File: config.mk
export PLATFORM = sky130hd
export DESIGN_NAME = adder_tree_ctrl_flat
export DESIGN_NICKNAME = d
export VERILOG_FILES = /design/src/rtl/adder_tree_ctrl_if.sv /design/src/rtl/adder_tree_ctrl.sv /design/src/flat_wrapper.sv
export SDC_FILE = /design/constraint.sdc
export NUM_CORES = 1
export LEC_CHECK = 0
export ABC_AREA = 0
export CAP_MARGIN = 20
export CORE_MARGIN = 5
export CORE_UTILIZATION = 57
export DETAILED_ROUTE_END_ITERATION = 10
export GPL_TIMING_DRIVEN = 0
export PLACE_DENSITY = 0.81
export SLEW_MARGIN = 5
export SYNTH_ARGS = -nofsm -noshare
export SYNTH_HDL_FRONTEND = slang
export SYNTH_SLANG_ARGS = --single-unit
File: constraint.sdc
create_clock -name clk -period 4.8 [get_ports clk]
set_clock_uncertainty 0.2 [all_clocks]
set_input_delay 0.96 -clock clk [delete_from_list [all_inputs] [get_ports clk]]
set_output_delay 0.96 -clock clk [all_outputs]
set_load 0.05 [all_outputs]
File: src/rtl/adder_tree_ctrl_if.sv
// ----------------------------------------------------------------------------
// adder_tree_ctrl_if
// Groups the job-control, operand handshake, adder-control and result
// handshake signals of adder_tree_ctrl into one bundle.
//
// Signals:
//   start, abort           job begin / job cancel
//   cfg_len, cfg_groups    operands per group, groups per job (CNT_W bits)
//   in_valid, in_ready     upstream operand handshake
//   acc_gate               adder operand mux select (1 = pass operand)
//   acc_accum              adder accum control (0 = load, 1 = accumulate)
//   acc_out_en             adder output enable
//   out_valid, out_ready   finished group sum handshake
//   busy, done, cfg_err    job status
//
// Modports:
//   master  the side that issues jobs, supplies operands and consumes sums
//   slave   the controller itself
// ----------------------------------------------------------------------------
interface adder_tree_ctrl_if #(
    parameter int CNT_W = 8
);
    logic             start;
    logic             abort;
    logic [CNT_W-1:0] cfg_len;
    logic [CNT_W-1:0] cfg_groups;
    logic             in_valid;
    logic             in_ready;
    logic             acc_gate;
    logic             acc_accum;
    logic             acc_out_en;
    logic             out_valid;
    logic             out_ready;
    logic             busy;
    logic             done;
    logic             cfg_err;

    modport master (
        output start, abort, cfg_len, cfg_groups, in_valid, out_ready,
        input  in_ready, acc_gate, acc_accum, acc_out_en, out_valid,
               busy, done, cfg_err
    );

    modport slave (
        input  start, abort, cfg_len, cfg_groups, in_valid, out_ready,
        output in_ready, acc_gate, acc_accum, acc_out_en, out_valid,
               busy, done, cfg_err
    );
endinterface

File: src/rtl/adder_tree_ctrl.sv
// ----------------------------------------------------------------------------
// adder_tree_ctrl
// Sequencing controller for an external accumulating adder (one-cycle
// register latency). A job is cfg_groups groups of cfg_len operands; each
// group's sum is presented with out_valid and held until out_ready. The first
// operand of the next group may be accepted in the same cycle the previous
// sum is consumed, so back-to-back groups run without a bubble.
//
// Ports:
//   clk     single clock, rising edge
//   reset   synchronous active-high reset
//   bus     adder_tree_ctrl_if.slave (job control, operand/result
//           handshakes, adder control, status)
// ----------------------------------------------------------------------------
module adder_tree_ctrl #(
    parameter int CNT_W = 8
) (
    input  logic               clk,
    input  logic               reset,
    adder_tree_ctrl_if.slave   bus
);

    typedef enum logic [1:0] {
        IDLE  = 2'd0,
        ACCUM = 2'd1,
        HOLD  = 2'd2
    } state_t;

    state_t           state;
    logic [CNT_W-1:0] op_cnt;
    logic [CNT_W-1:0] grp_cnt;
    logic [CNT_W-1:0] len_q;
    logic [CNT_W-1:0] groups_q;
    logic             busy_q;
    logic             out_valid_q;
    logic             done_q;
    logic             cfg_err_q;

    logic             in_ready_c;
    logic             accept;
    logic             last_op;
    logic             last_group;

    // Handshake decisions that must react in the same cycle (operand accept
    // during HOLD, abort/reset suppression) are combinational.
    // NOTE: every signal assigned in always_comb gets a default first so no
    // path leaves it unassigned, which would otherwise infer a latch.
    always_comb begin
        last_op    = (op_cnt == len_q - CNT_W'(1));
        last_group = (grp_cnt == groups_q - CNT_W'(1));
        in_ready_c = 1'b0;
        if (!reset && !bus.abort) begin
            case (state)
                ACCUM:   in_ready_c = 1'b1;
                // A sum being consumed frees the adder for the next group,
                // unless this was the final group of the job.
                HOLD:    in_ready_c = bus.out_ready && !last_group;
                default: in_ready_c = 1'b0;
            endcase
        end
        accept = bus.in_valid && in_ready_c;
    end

    assign bus.in_ready   = in_ready_c;
    assign bus.acc_gate   = accept;
    // Load (accum=0) only on the first operand of a group; every other cycle
    // accumulates a forced-zero operand, which holds the adder register.
    assign bus.acc_accum  = !(accept && (op_cnt == '0));
    assign bus.out_valid  = out_valid_q;
    assign bus.acc_out_en = out_valid_q;
    assign bus.busy       = busy_q;
    assign bus.done       = done_q;
    assign bus.cfg_err    = cfg_err_q;

    // NOTE: sequential state uses non-blocking assignments so every register
    // samples pre-edge values and update order inside the block is irrelevant.
    always_ff @(posedge clk) begin
        if (reset) begin
            state       <= IDLE;
            op_cnt      <= '0;
            grp_cnt     <= '0;
            len_q       <= '0;
            groups_q    <= '0;
            busy_q      <= 1'b0;
            out_valid_q <= 1'b0;
            done_q      <= 1'b0;
            cfg_err_q   <= 1'b0;
        end else begin
            done_q    <= 1'b0;
            cfg_err_q <= 1'b0;
            if (bus.abort) begin
                state       <= IDLE;
                op_cnt      <= '0;
                grp_cnt     <= '0;
                busy_q      <= 1'b0;
                out_valid_q <= 1'b0;
            end else begin
                case (state)
                    IDLE: begin
                        if (bus.start) begin
                            if ((bus.cfg_len != '0) && (bus.cfg_groups != '0)) begin
                                len_q    <= bus.cfg_len;
                                groups_q <= bus.cfg_groups;
                                op_cnt   <= '0;
                                grp_cnt  <= '0;
                                busy_q   <= 1'b1;
                                state    <= ACCUM;
                            end else begin
                                cfg_err_q <= 1'b1;
                            end
                        end
                    end

                    ACCUM: begin
                        if (accept) begin
                            if (last_op) begin
                                op_cnt      <= '0;
                                out_valid_q <= 1'b1;
                                state       <= HOLD;
                            end else begin
                                op_cnt <= op_cnt + CNT_W'(1);
                            end
                        end
                    end

                    HOLD: begin
                        if (bus.out_ready) begin
                            if (last_group) begin
                                grp_cnt     <= '0;
                                busy_q      <= 1'b0;
                                out_valid_q <= 1'b0;
                                done_q      <= 1'b1;
                                state       <= IDLE;
                            end else begin
                                grp_cnt <= grp_cnt + CNT_W'(1);
                                // op_cnt is zero here, so last_op means len==1:
                                // the accepted operand is already a full group.
                                if (accept && last_op) begin
                                    state <= HOLD;
                                end else begin
                                    if (accept) begin
                                        op_cnt <= op_cnt + CNT_W'(1);
                                    end
                                    out_valid_q <= 1'b0;
                                    state       <= ACCUM;
                                end
                            end
                        end
                    end

                    default: begin
                        state       <= IDLE;
                        busy_q      <= 1'b0;
                        out_valid_q <= 1'b0;
                    end
                endcase
            end
        end
    end

endmodule

File: src/flat_wrapper.sv
// flat-port wrapper written by rule: the top's interface ports become plain ports
module adder_tree_ctrl_flat 
#(
    parameter int CNT_W = 8
)
  (clk, reset, bus_start, bus_abort, bus_cfg_len, bus_cfg_groups, bus_in_valid, bus_out_ready, bus_in_ready, bus_acc_gate, bus_acc_accum, bus_acc_out_en, bus_out_valid, bus_busy, bus_done, bus_cfg_err);
  adder_tree_ctrl_if #(.CNT_W(CNT_W)) bus_i ();
  input  logic clk;
  input  logic reset;
  input wire logic [$bits(bus_i.start)-1:0] bus_start;
  input wire logic [$bits(bus_i.abort)-1:0] bus_abort;
  input wire logic [$bits(bus_i.cfg_len)-1:0] bus_cfg_len;
  input wire logic [$bits(bus_i.cfg_groups)-1:0] bus_cfg_groups;
  input wire logic [$bits(bus_i.in_valid)-1:0] bus_in_valid;
  input wire logic [$bits(bus_i.out_ready)-1:0] bus_out_ready;
  output wire logic [$bits(bus_i.in_ready)-1:0] bus_in_ready;
  output wire logic [$bits(bus_i.acc_gate)-1:0] bus_acc_gate;
  output wire logic [$bits(bus_i.acc_accum)-1:0] bus_acc_accum;
  output wire logic [$bits(bus_i.acc_out_en)-1:0] bus_acc_out_en;
  output wire logic [$bits(bus_i.out_valid)-1:0] bus_out_valid;
  output wire logic [$bits(bus_i.busy)-1:0] bus_busy;
  output wire logic [$bits(bus_i.done)-1:0] bus_done;
  output wire logic [$bits(bus_i.cfg_err)-1:0] bus_cfg_err;
  assign bus_i.start = bus_start;
  assign bus_i.abort = bus_abort;
  assign bus_i.cfg_len = bus_cfg_len;
  assign bus_i.cfg_groups = bus_cfg_groups;
  assign bus_i.in_valid = bus_in_valid;
  assign bus_i.out_ready = bus_out_ready;
  assign bus_in_ready = bus_i.in_ready;
  assign bus_acc_gate = bus_i.acc_gate;
  assign bus_acc_accum = bus_i.acc_accum;
  assign bus_acc_out_en = bus_i.acc_out_en;
  assign bus_out_valid = bus_i.out_valid;
  assign bus_busy = bus_i.busy;
  assign bus_done = bus_i.done;
  assign bus_cfg_err = bus_i.cfg_err;
  adder_tree_ctrl #(.CNT_W(CNT_W)) u_core (.clk(clk), .reset(reset), .bus(bus_i));
endmodule
=== After elaboration in Yosys (flattened, before gate mapping) ===
Cells that the tools add are included.
Widths: inputs -> output; s select.

* Equal/unequal tests: 14
* Shifts and indexed selects: 0
* Reductions and logical operators: 25
* Bitwise operators: 6
* Div/mod/pow operators: 0
* Multiply operators: 0
* $add $sub $neg: 4
* Mux-type cells: 35
* Order comparisons: 0

{| class="wikitable"
|+ Operators with widths
! kind !! number
|-
| $mux 8 || 10
|-
| $pmux 8 s3 || 1
|-
| $add 8x1->8 const B || 2
|-
| $eq 8x8->1 || 2
|-
| $pmux 8 s2 || 1
|-
| $reduce_bool 8->1 || 2
|-
| $sub 8x1->8 const B || 2
|-
| $reduce_and 5->1 || 3
|-
| $mux 2 || 7
|-
| $mux 1 || 12
|-
| $ne 2x1->1 const B || 5
|-
| $logic_not 8->1 || 1
|-
| $ne 2x2->1 const B || 4
|-
| $reduce_and 4->1 || 2
|-
| $reduce_and 8->1 || 1
|-
| $reduce_or 4->1 || 2
|-
| $logic_and 1x1->1 || 6
|-
| $not 1->1 || 6
|-
| $pmux 1 s3 || 2
|-
| $pmux 2 s3 || 1
|-
| $logic_not 1->1 || 4
|-
| $ne 3x2->1 const B || 1
|-
| $reduce_bool 3->1 || 1
|-
| $eq 2x1->1 const B || 1
|-
| 5 further kinds || 5
|}

* Latch bits: 0
* Memories kept: 0
* Word-level logic and storage cells: 93
* RAM bits: 0
* Flip-flop bits (word level): 38
* ROM bits: 0

=== Logic depth before layout (Yosys ltp) ===
Gate-level depths: netlist of the first run.

* Word-level depth: 12
* Gate-level depth with buffers: 9

=== Least setup slack after synthesis of the first run ===
No wires, ideal clock.

* Path type: reg-to-output
* From: reg u_core.groups_q[2]
* To: out bus_acc_gate
* Setup slack: 1307 ps
* Buffers on the path: 0
* Required time: 3640 ps
* Arrival time: 2333 ps
* Stages on the path, launching flop included: 8
* Path through: dfxtp_1 -> nor4_1 -> nand2_1 -> xnor2_1 -> a31o_2 -> o21ai_1 -> a21oi_1 -> nor2_1

* Cells in the longest elaborated chain, start to end: 7

{| class="wikitable"
|+ RTL lines
! item !! line !! text
|-
| start: declaration || adder_tree_ctrl.sv:33 || <nowiki>logic [CNT_W-1:0] groups_q;</nowiki>
|-
| start signal: assignment || adder_tree_ctrl.sv:103 || <nowiki>groups_q <= bus.cfg_groups;</nowiki>
|-
| $sub 8x1->8 || adder_tree_ctrl.sv:50 || <nowiki>last_group = (grp_cnt == groups_q - CNT_W'(1));</nowiki>
|-
| $eq 8x8->1 || adder_tree_ctrl.sv:50 ||
|-
| $logic_not 1->1 || adder_tree_ctrl.sv:57 || <nowiki>HOLD: in_ready_c = bus.out_ready && !last_group;</nowiki>
|-
| $logic_and 1x1->1 || adder_tree_ctrl.sv:57 ||
|-
| $pmux 1 s2 || adder_tree_ctrl.sv:53 || <nowiki>case (state)</nowiki>
|-
| $mux 1 || adder_tree_ctrl.sv:52 || <nowiki>if (!reset && !bus.abort) begin</nowiki>
|-
| $logic_and 1x1->1 || adder_tree_ctrl.sv:61 || <nowiki>accept = bus.in_valid && in_ready_c;</nowiki>
|-
| end: declaration || flat_wrapper.sv:17 || <nowiki>output wire logic [$bits(bus_i.acc_gate)-1:0] bus_acc_gate;</nowiki>
|}

No other way between the ends.

=== Worst setup path after layout of the first run ===
* From: reg u_core.groups_q[0]
* To: out bus_acc_gate

Same word-level chain as after synthesis.

==> metrics.cfg, run 1 <==
[routing]
routed_wl_mm=6.06
avgViaCountPerCell=6.08
drtAntennaViolNets=0
routedWlPerCell_microns=15.6
vias=2359
drt_iter0_drc=187
drc=0
first_pass_iters=4

[floorplan]
die_x_microns=76.0
dieArea_sq_um=5780
io_pins=30
rows=24
start_util=0.578
fp.dieH_microns=76.0
coreArea_sq_um=4290

[clock_network]
cts_tree=built
clkLatencyLatePin_ps=290
clockBufferDepth=2
cts_sinks=38
cts.clk_slew.worst_paths_ps=70
cts_buffers=5
hold_buffers=0
htreeDepth=2
cts_root_buf=clkbuf_8

[finish]
syn_to_final_growth_pct=17.3
ff_latch_area_sq_um=761
fillers=365
layout.nets=367
drive_above_1_share=0.0714
final_core_util=0.678
multi_input_area_sq_um=1610
antenna_cells=0

[worst_setup_path]
critPathKind=reg -> out
worstPathArrival_ps=3310
crit_path_end_kind=output port
path_max_fanout=8
cp_cell_sequence=inv_1 -> ha_1 -> nor2b_1 -> or3_1 -> a31o_1 -> o21ai_1 -> o21ai_1 -> a21oi_1 -> nor2_1 -> clkdlybuf4s50_1
critPathSlowestCell=clkdlybuf4s50_1
critical-path-top-delay-family=compound AO/OA/AOI/OAI gates
critPathMostFrequentCell=o21ai_1
required_ps=3640
cp_slowest_stage_delay_ps=720
startpoint=u_core.groups_q[0]
worstReg2RegStart=u_core.groups_q[0]
path_buf_inv=2
critPathLaunchType=flip-flop

[synthesis]
syn_area_sq_um=2480
synth-compound-area-share=0.163
syn_avg_cell_area_sq_um=8.28
synthMostInstantiatedCell=nor2_1
yosys-mux-area-fraction=0.0766
ys_ff_latch=38
yosysSeqAreaShare=0.306
postSynthNetCount=331
synthCells=300
synth_edf_count=0
synth_top_family_by_area=simple AND/OR/NAND/NOR gates
synthTopCellsByCount=nor2_1, dfxtp_1, mux2i_1
synthSimpleGateAreaFrac=0.283
synthAdderAreaFrac=0.0453
synthXorXnorAreaFrac=0.0811
synth-main-ff-cell=dfxtp_1
synth_area_leaders=dfxtp_1, mux2i_1, nor2_1
yosysTopAreaCellShare=0.306
ys_warn_count=0
yosysTopAreaCell=dfxtp_1
synth.distinct_cells=51
async_flop_share=0

[timing]
fmax_mhz=224
hold_viol_final=0
worst_pin_slew_ps=1150
setup_viol=0
min_period_ps=4470
relSlewSlack=0.226
layout_worst_path_cycle_share=0.931
final_max_slew_viol_count=0
rsz0062_at_grt=no
finalSetupTns_ps=0

[grt]
grtUsageTotal=0.219
grt_max_degree=11
antenna_found_initial=0
grt_overflow_total=0
grt_pass1_vias=2437
grt_pass1_wl_mm=10.6

[power]
p_int_uw=486
irDropWorstVdd_mv=0.223
power_frac_seq=0.494
combPwrFrac=0.201
switching_share=0.286
clkPwrFrac=0.305
power.leakage_uw=0.00116
p_per_area_nw_per_um2=233
p_sw_uw=194

[placement]
numPortBuffers=28
dp_hpwl_mm=4.62
place_congestion=0.926

[min_path]
min_from=u_core.bus.acc_out_en
min_path_type=reg -> reg

[job]
drv_cap=0

[run_status]
status=finished, final reports clean

-- registers in the layout, summed over array words and instances, names as in the netlist --
name                   cells
u_core.len_q               8
u_core.bus.acc_out_en      1
u_core.bus.busy            1
u_core.grp_cnt             8
u_core.state               2
u_core.groups_q            8
u_core.op_cnt              8
u_core.bus.done            1
u_core.bus.cfg_err         1
-- stage by stage --
| step | std cells | hold WS (ps) | worst slack, ps | total power (uW) | area [sq um] |
|---|---|---|---|---|---|
| 2_1_floorplan | 300 | 284 | 1310 | 434 | 2480 |
| 3_3_place_gp | 380 | 267 | 545 | 472 | 2830 |
| 3_5_place_dp | 380 | 270 | 516 | 477 | 2830 |
| 4_1_cts | 387 | 280 | 169 | 681 | 2910 |
| 5_1_grt | 388 | 333 | 178 | 717 | 2910 |
| 6_report | 388 | 273 | 331 | 680 | 2910 |
-- final cells by class --
cell class                      count  share of cell area
Buffer                              9              0.0146
Clock buffer                        7              0.0262
Inverter                           18              0.0232
Multi-Input combinational cell    235               0.554
Sequential cell                    38               0.261
Tap cell                           52              0.0223
Timing Repair Buffer               29              0.0988
-- power by group through the flow --
stage | Sequential (uW) | Clock (uW) | Combinational (uW)
detailed placement | 342 | 0 | 134
global placement | 342 | 0 | 130
global route | 337 | 230 | 150
floorplan | 341 | 0 | 93.1
finish | 336 | 207 | 137
CTS | 335 | 211 | 135
-- metal layers --
metal / global-route usage / part of all wire
met5: 0 / 0
met1: 0.239 / 0.42
met3: 0.0591 / 0.047
met4: 0.0979 / 0.026
met2: 0.390 / 0.51
-- cell usage in the layout, fill, tap and decap left out, types with 3 or more instances in the layout --
| cell type | count |
|---|---|
| and3_1 | 8 |
| nand4_1 | 13 |
| nor2b_1 | 3 |
| o21ai_0 | 5 |
| xor2_1 | 14 |
| nand4b_1 | 3 |
| a21oi_1 | 7 |
| nor2_1 | 46 |
| a31oi_1 | 4 |
| nor4_1 | 7 |
| a211oi_1 | 5 |
| dfxtp_1 | 38 |
| xnor2_1 | 9 |
| clkbuf_8 | 5 |
| o21ai_1 | 5 |
| inv_1 | 18 |
| clkdlybuf4s50_1 | 27 |
| nand3_1 | 12 |
| mux2i_1 | 19 |
| ha_1 | 9 |
| nor3_1 | 10 |
| nand2_1 | 14 |
| clkbuf_1 | 8 |
| o211ai_1 | 6 |
| or2_2 | 4 |
| o2111ai_1 | 3 |
-- what timing repair did --
item | CTS | global route
buffers inserted | 0 | 0
endpoints found under the setup margin | 0 | 1
hold endpoints to repair | 0 | 0
gates resized for setup | 0 | 1
-- worst paths after layout --
check                                        endpoint  slack, ps  depth (start not counted)
worst min register to register  u_core.bus.acc_out_en        270                          2
worst max register to register      u_core.grp_cnt[6]       1950                          9
worst min-delay path            u_core.bus.acc_out_en        270                          2
worst max-delay path                     bus_acc_gate        330                         10
-- worst min-delay path, stage by stage (launching register included) --
cell and delay, ps:
dfxtp_1 320, inv_1 50, a211oi_1 60
-- kinds of logic (layout without fill, tap and decap cells) --
| logic type | Yosys count | after routing |
|---|---|---|
| simple gates | 133 | 133 |
| compound gates | 51 | 51 |
| flops | 38 | 38 |
| buf+inv | 27 | 63 |
| xor+xnor | 23 | 23 |
| mux | 19 | 19 |
| fa+ha+maj | 9 | 9 |
No activity file was read; power rests on OpenSTA's default activity.
==> run 2: changes to the inputs <==
--- a/config.mk
+++ b/config.mk
@@ -7,10 +7,11 @@
 export LEC_CHECK = 0
 export ABC_AREA = 0
 export CAP_MARGIN = 20
-export CORE_MARGIN = 5
+export CORE_MARGIN = 2
 export CORE_UTILIZATION = 57
 export DETAILED_ROUTE_END_ITERATION = 10
 export GPL_TIMING_DRIVEN = 0
+export HOLD_SLACK_MARGIN = 0.02
 export PLACE_DENSITY = 0.81
 export SLEW_MARGIN = 5
 export SYNTH_ARGS = -nofsm -noshare
==> run 2 against run 1 <==
  * Register-to-register slack improved by 20 ps
  * Worst hold slack better by 0.94 ps
  * Sequential share of layout area is 0.68 points lower
  * Via count shrank 2.7%
  * First-iteration DRC count rose by 17%
  * Largest cell class unchanged
==> metrics.cfg, run 2 (synthesis results as in run 1) <==
[power]
power.leakage_uw=0.00120
power_frac_seq=0.413
p_int_uw=608
combPwrFrac=0.167
p_sw_uw=206
clkPwrFrac=0.420
switching_share=0.253
p_per_area_nw_per_um2=272
power_uw=814
irDropWorstVdd_mv=0.187

[worst_setup_path]
critical-path-top-delay-family=compound AO/OA/AOI/OAI gates
worstReg2RegStart=u_core.len_q[0]
r2r_end=u_core.op_cnt[6]
critPathLaunchType=flip-flop
path_buf_inv=2
r2r_cells=9
cp_slowest_stage_delay_ps=710
cp_cell_sequence=inv_1 -> ha_1 -> nor2b_1 -> or3_1 -> a31o_1 -> o21ai_1 -> o21ai_1 -> a21oi_1 -> nor2_1 -> clkdlybuf4s50_1
critPathKind=reg -> out
startpoint=u_core.groups_q[0]
required_ps=3640
crit_path_end_kind=output port
critPathSlowestCell=clkdlybuf4s50_1
ff2ff_setup_slack_ps=1970
path_max_fanout=8
worstPathArrival_ps=3290
critPathMostFrequentCell=o21ai_1

[timing]
whs_ps=274
layout_worst_path_cycle_share=0.927
worst_pin_slew_ps=660
final_max_slew_viol_count=0
hold_viol_final=0
min_period_ps=4450
setup_viol=0
finalSetupTns_ps=0
fmax_mhz=225
rsz0062_at_grt=no
relSlewSlack=0.560

[routing]
drt_iter0_drc=219
first_pass_iters=4
routedWlPerCell_microns=15.0
drc=0
vias=2296
routed_wl_mm=5.85
drtAntennaViolNets=0
avgViaCountPerCell=5.89

[grt]
grt_max_degree=13
grtUsageTotal=0.256
antenna_found_initial=0
grt_pass1_wl_mm=10.2
grt_pass1_vias=2223
grt_overflow_total=0

[placement]
dp_hpwl_mm=4.48
numPortBuffers=28
place_congestion=0.872
place_area_sq_um=2830

[min_path]
min_path_type=reg -> reg
holdPathEnd=u_core.bus.acc_out_en
min_from=u_core.bus.acc_out_en
whs_path_depth=2

[clock_network]
clkLatencyLatePin_ps=300
cts.clk_slew.worst_paths_ps=80
htreeDepth=2
clockBufferDepth=2
cts_tree=built
cts_root_buf=clkbuf_8
cts_sinks=38
post-cts-setup-buffer-count=0
cts_buffers=5

[floorplan]
start_util=0.582
dieArea_sq_um=4900
rows=24
io_pins=30
coreArea_sq_um=4260
fp.dieH_microns=70.0
die_x_microns=70.0

[finish]
layout_commonest_cell=nor2_1
syn_to_final_growth_pct=20.4
fin_area_sq_um=2990
mostFrequentLayoutCells=nor2_1, dfxtp_1, clkdlybuf4s50_1, mux2i_1, inv_1
drive_above_1_share=0.0858
fillers=357
antenna_cells=0
layout.nets=368

[job]
drv_cap=0

[run_status]
status=finished, final reports clean

## run 2: cell count changes in the layout (fill, tap and decap cells not counted), sizes merged
| cell | before | now |
|---|---|---|
| bufinv | 0 | 2 |
## run 2: per-layer routing
layer  GRT usage  routed length [microns]  up-vias
met5           0                        0        -
met4      0.0855                       94        0
met3      0.0491                      246       10
met2       0.441                     2900       51
met1       0.321                     2610     1073
li1            -                        -     1162
## run 2: worst max path at each step
stage / end / slack, ps / depth (start not counted)
after floorplan: bus_acc_gate / 1310 / 7
after detailed placement: bus_acc_accum / 510 / 10
after CTS: bus_acc_accum / 170 / 10
final: bus_acc_gate / 350 / 10
after global routing: bus_acc_gate / 130 / 8
after global placement: bus_acc_accum / 570 / 10
## run 2: worst min-delay path, delay by kind of cell, from the launching register on
kind | cells | cell delay (ps)
buf+inv | 1 | 50
flops | 1 | 330
compound gates | 1 | 50
## run 2: power groups by stage
stage	Clock, uW	Sequential [uW]	Combinational, uW
2_1_floorplan	0	341	93.1
3_3_place_gp	0	342	130
3_5_place_dp	0	343	133
4_1_cts	344	336	134
5_1_grt	361	337	152
6_report	342	336	136
## run 2: cell type report
cell class                      instances  area (sq um)  area share
Tap cell                               52          65.1      0.0218
Inverter                               18          67.6      0.0226
Clock buffer                            6          82.6      0.0276
Clock inverter                          2          60.1      0.0201
Buffer                                  9          42.5      0.0142
Timing Repair Buffer                   30           293      0.0979
Sequential cell                        38           761       0.254
Multi-Input combinational cell        235          1620       0.541
## run 2: through the flow
step / instances / worst slack, ps / utilization
5_1_grt: 390 / 134 / 0.701
3_3_place_gp: 380 / 570 / 0.663
4_1_cts: 388 / 175 / 0.697
6_report: 390 / 350 / 0.701
3_5_place_dp: 380 / 507 / 0.663
2_1_floorplan: 300 / 1310 / -
## run 2: repair_timing
item / CTS / global route
resized for setup: 0 / 2
hold buffers: 0 / 0
setup endpoints to repair: 0 / 3
==> run 3: changes to the inputs <==
--- a/config.mk
+++ b/config.mk
@@ -12,7 +12,7 @@
 export DETAILED_ROUTE_END_ITERATION = 10
 export GPL_TIMING_DRIVEN = 0
 export HOLD_SLACK_MARGIN = 0.02
-export PLACE_DENSITY = 0.81
+export PLACE_DENSITY = 0.83
 export SLEW_MARGIN = 5
 export SYNTH_ARGS = -nofsm -noshare
 export SYNTH_HDL_FRONTEND = slang
==> run 3 against run 2 <==
  * Critical endpoint is now bus_acc_accum
  * Final cell count unchanged
  * Critical path type unchanged
  * Combinational power about the same
  * Count of clock-buffer cells in the layout unchanged
  * Sequential power about the same
==> metrics.cfg, run 3 (synthesis results as in run 1) <==
[run_status]
status=finished, final reports clean

[grt]
grt_overflow_total=0
grt_max_degree=13
grt_pass1_vias=2232
grtUsageTotal=0.246
antenna_found_initial=0
grt_pass1_wl_mm=9.84

[worst_setup_path]
critPathKind=reg -> out
cp_cell_sequence=inv_1 -> ha_1 -> nor2b_1 -> or3_1 -> a31o_1 -> o21ai_1 -> o21ai_1 -> a21oi_1 -> nand4b_1 -> clkdlybuf4s50_1
worstPathArrival_ps=3460
ff2ff_setup_slack_ps=1830
critPathLaunchType=flip-flop
critPathMostFrequentCell=o21ai_1
path_max_fanout=8
crit_path_end_kind=output port
path_buf_inv=2
required_ps=3640
cp_slowest_stage_delay_ps=800
critical-path-top-delay-family=compound AO/OA/AOI/OAI gates
critPathSlowestCell=clkdlybuf4s50_1

[power]
clkPwrFrac=0.319
combPwrFrac=0.197
p_int_uw=489
power_frac_seq=0.484
switching_share=0.295
p_sw_uw=205
irDropWorstVdd_mv=0.140
power.leakage_uw=0.00117
p_per_area_nw_per_um2=237

[finish]
drive_above_1_share=0.0799
instances_no_fill=390
mostFrequentLayoutCells=nor2_1, dfxtp_1, clkdlybuf4s50_1, mux2i_1, inv_1
ff_latch_area_sq_um=761
antenna_cells=0
layout.nets=368
multi_input_area_sq_um=1610
fillers=339
syn_to_final_growth_pct=17.9
layout_commonest_cell=nor2_1

[clock_network]
htreeDepth=2
cts_resized=0
cts_tree=built
post-cts-setup-buffer-count=0
cts_root_buf=clkbuf_8
cts_sinks=38
cts.clk_slew.worst_paths_ps=80
clockBufferDepth=2
cts_buffers=5
clkLatencyLatePin_ps=300
hold_buffers=0

[timing]
fmax_mhz=217
rsz0062_at_grt=no
setup_viol=0
finalSetupTns_ps=0
final_max_slew_viol_count=0
min_period_ps=4620
hold_viol_final=0
relSlewSlack=0.544
worst_pin_slew_ps=683
layout_worst_path_cycle_share=0.962

[floorplan]
coreArea_sq_um=4260
rows=24
fp.dieH_microns=70.0
io_pins=30
dieArea_sq_um=4900
start_util=0.582
die_x_microns=70.0

[routing]
first_pass_iters=4
drt_iter0_drc=196
avgViaCountPerCell=6.04
drtAntennaViolNets=0
routed_wl_mm=5.77
routedWlPerCell_microns=14.8
vias=2356
drc=0

[job]
drv_cap=0

[placement]
numPortBuffers=28
dp.cells=380
place_congestion=0.910
dp_hpwl_mm=4.41

[min_path]
min_path_type=reg -> reg

## run 3: area by class of cell
class / count / area share
repair buffers: 30 / 0.100
inverters: 18 / 0.0231
plain buffers: 9 / 0.0145
clock buffers: 6 / 0.0248
well taps: 52 / 0.0222
multi-input cells: 235 / 0.551
flip-flops and latches: 38 / 0.260
clock inverters: 2 / 0.00470
## run 3: metal layers
layer,global-route usage,share of wire
met1,0.302,0.44
met2,0.403,0.48
met3,0.0592,0.056
met4,0.118,0.025
met5,0,0
## run 3: path summary, 6_finish.rpt
check | start | to | cells after the start
min | u_core.bus.acc_out_en | u_core.bus.acc_out_en | 2
min reg2reg | u_core.bus.acc_out_en | u_core.bus.acc_out_en | 2
max reg2reg | u_core.len_q[0] | u_core.op_cnt[6] | 9
max | u_core.groups_q[0] | bus_acc_accum | 10
## run 3: worst reg2reg max path: stages, from the launching register on
cell and delay (ps):
dfxtp_1 470, inv_1 70, ha_1 220, and2_1 170
o21a_1 110, o31ai_2 500, nor2_1 150, and3_1 260
o31ai_1 530, o211ai_1 140
## run 3: power by group through the flow
stage	registers, uW	clock network (uW)	logic, uW
after CTS	336	222	134
after global routing	337	234	152
final	336	221	136
after global placement	342	0	130
after detailed placement	343	0	133
after floorplan	341	0	93.1
## run 3: metrics by stage
stage | hold slack (ps) | utilization | worst slack [ps] | instance area (sq um) | power (uW)
2_1_floorplan | 284 | - | 1310 | 2480 | 434
3_3_place_gp | 261 | 0.663 | 581 | 2830 | 472
3_5_place_dp | 265 | 0.663 | 516 | 2830 | 476
4_1_cts | 280 | 0.684 | 185 | 2920 | 692
5_1_grt | 320 | 0.687 | 3.17 | 2930 | 723
6_report | 274 | 0.687 | 185 | 2930 | 694
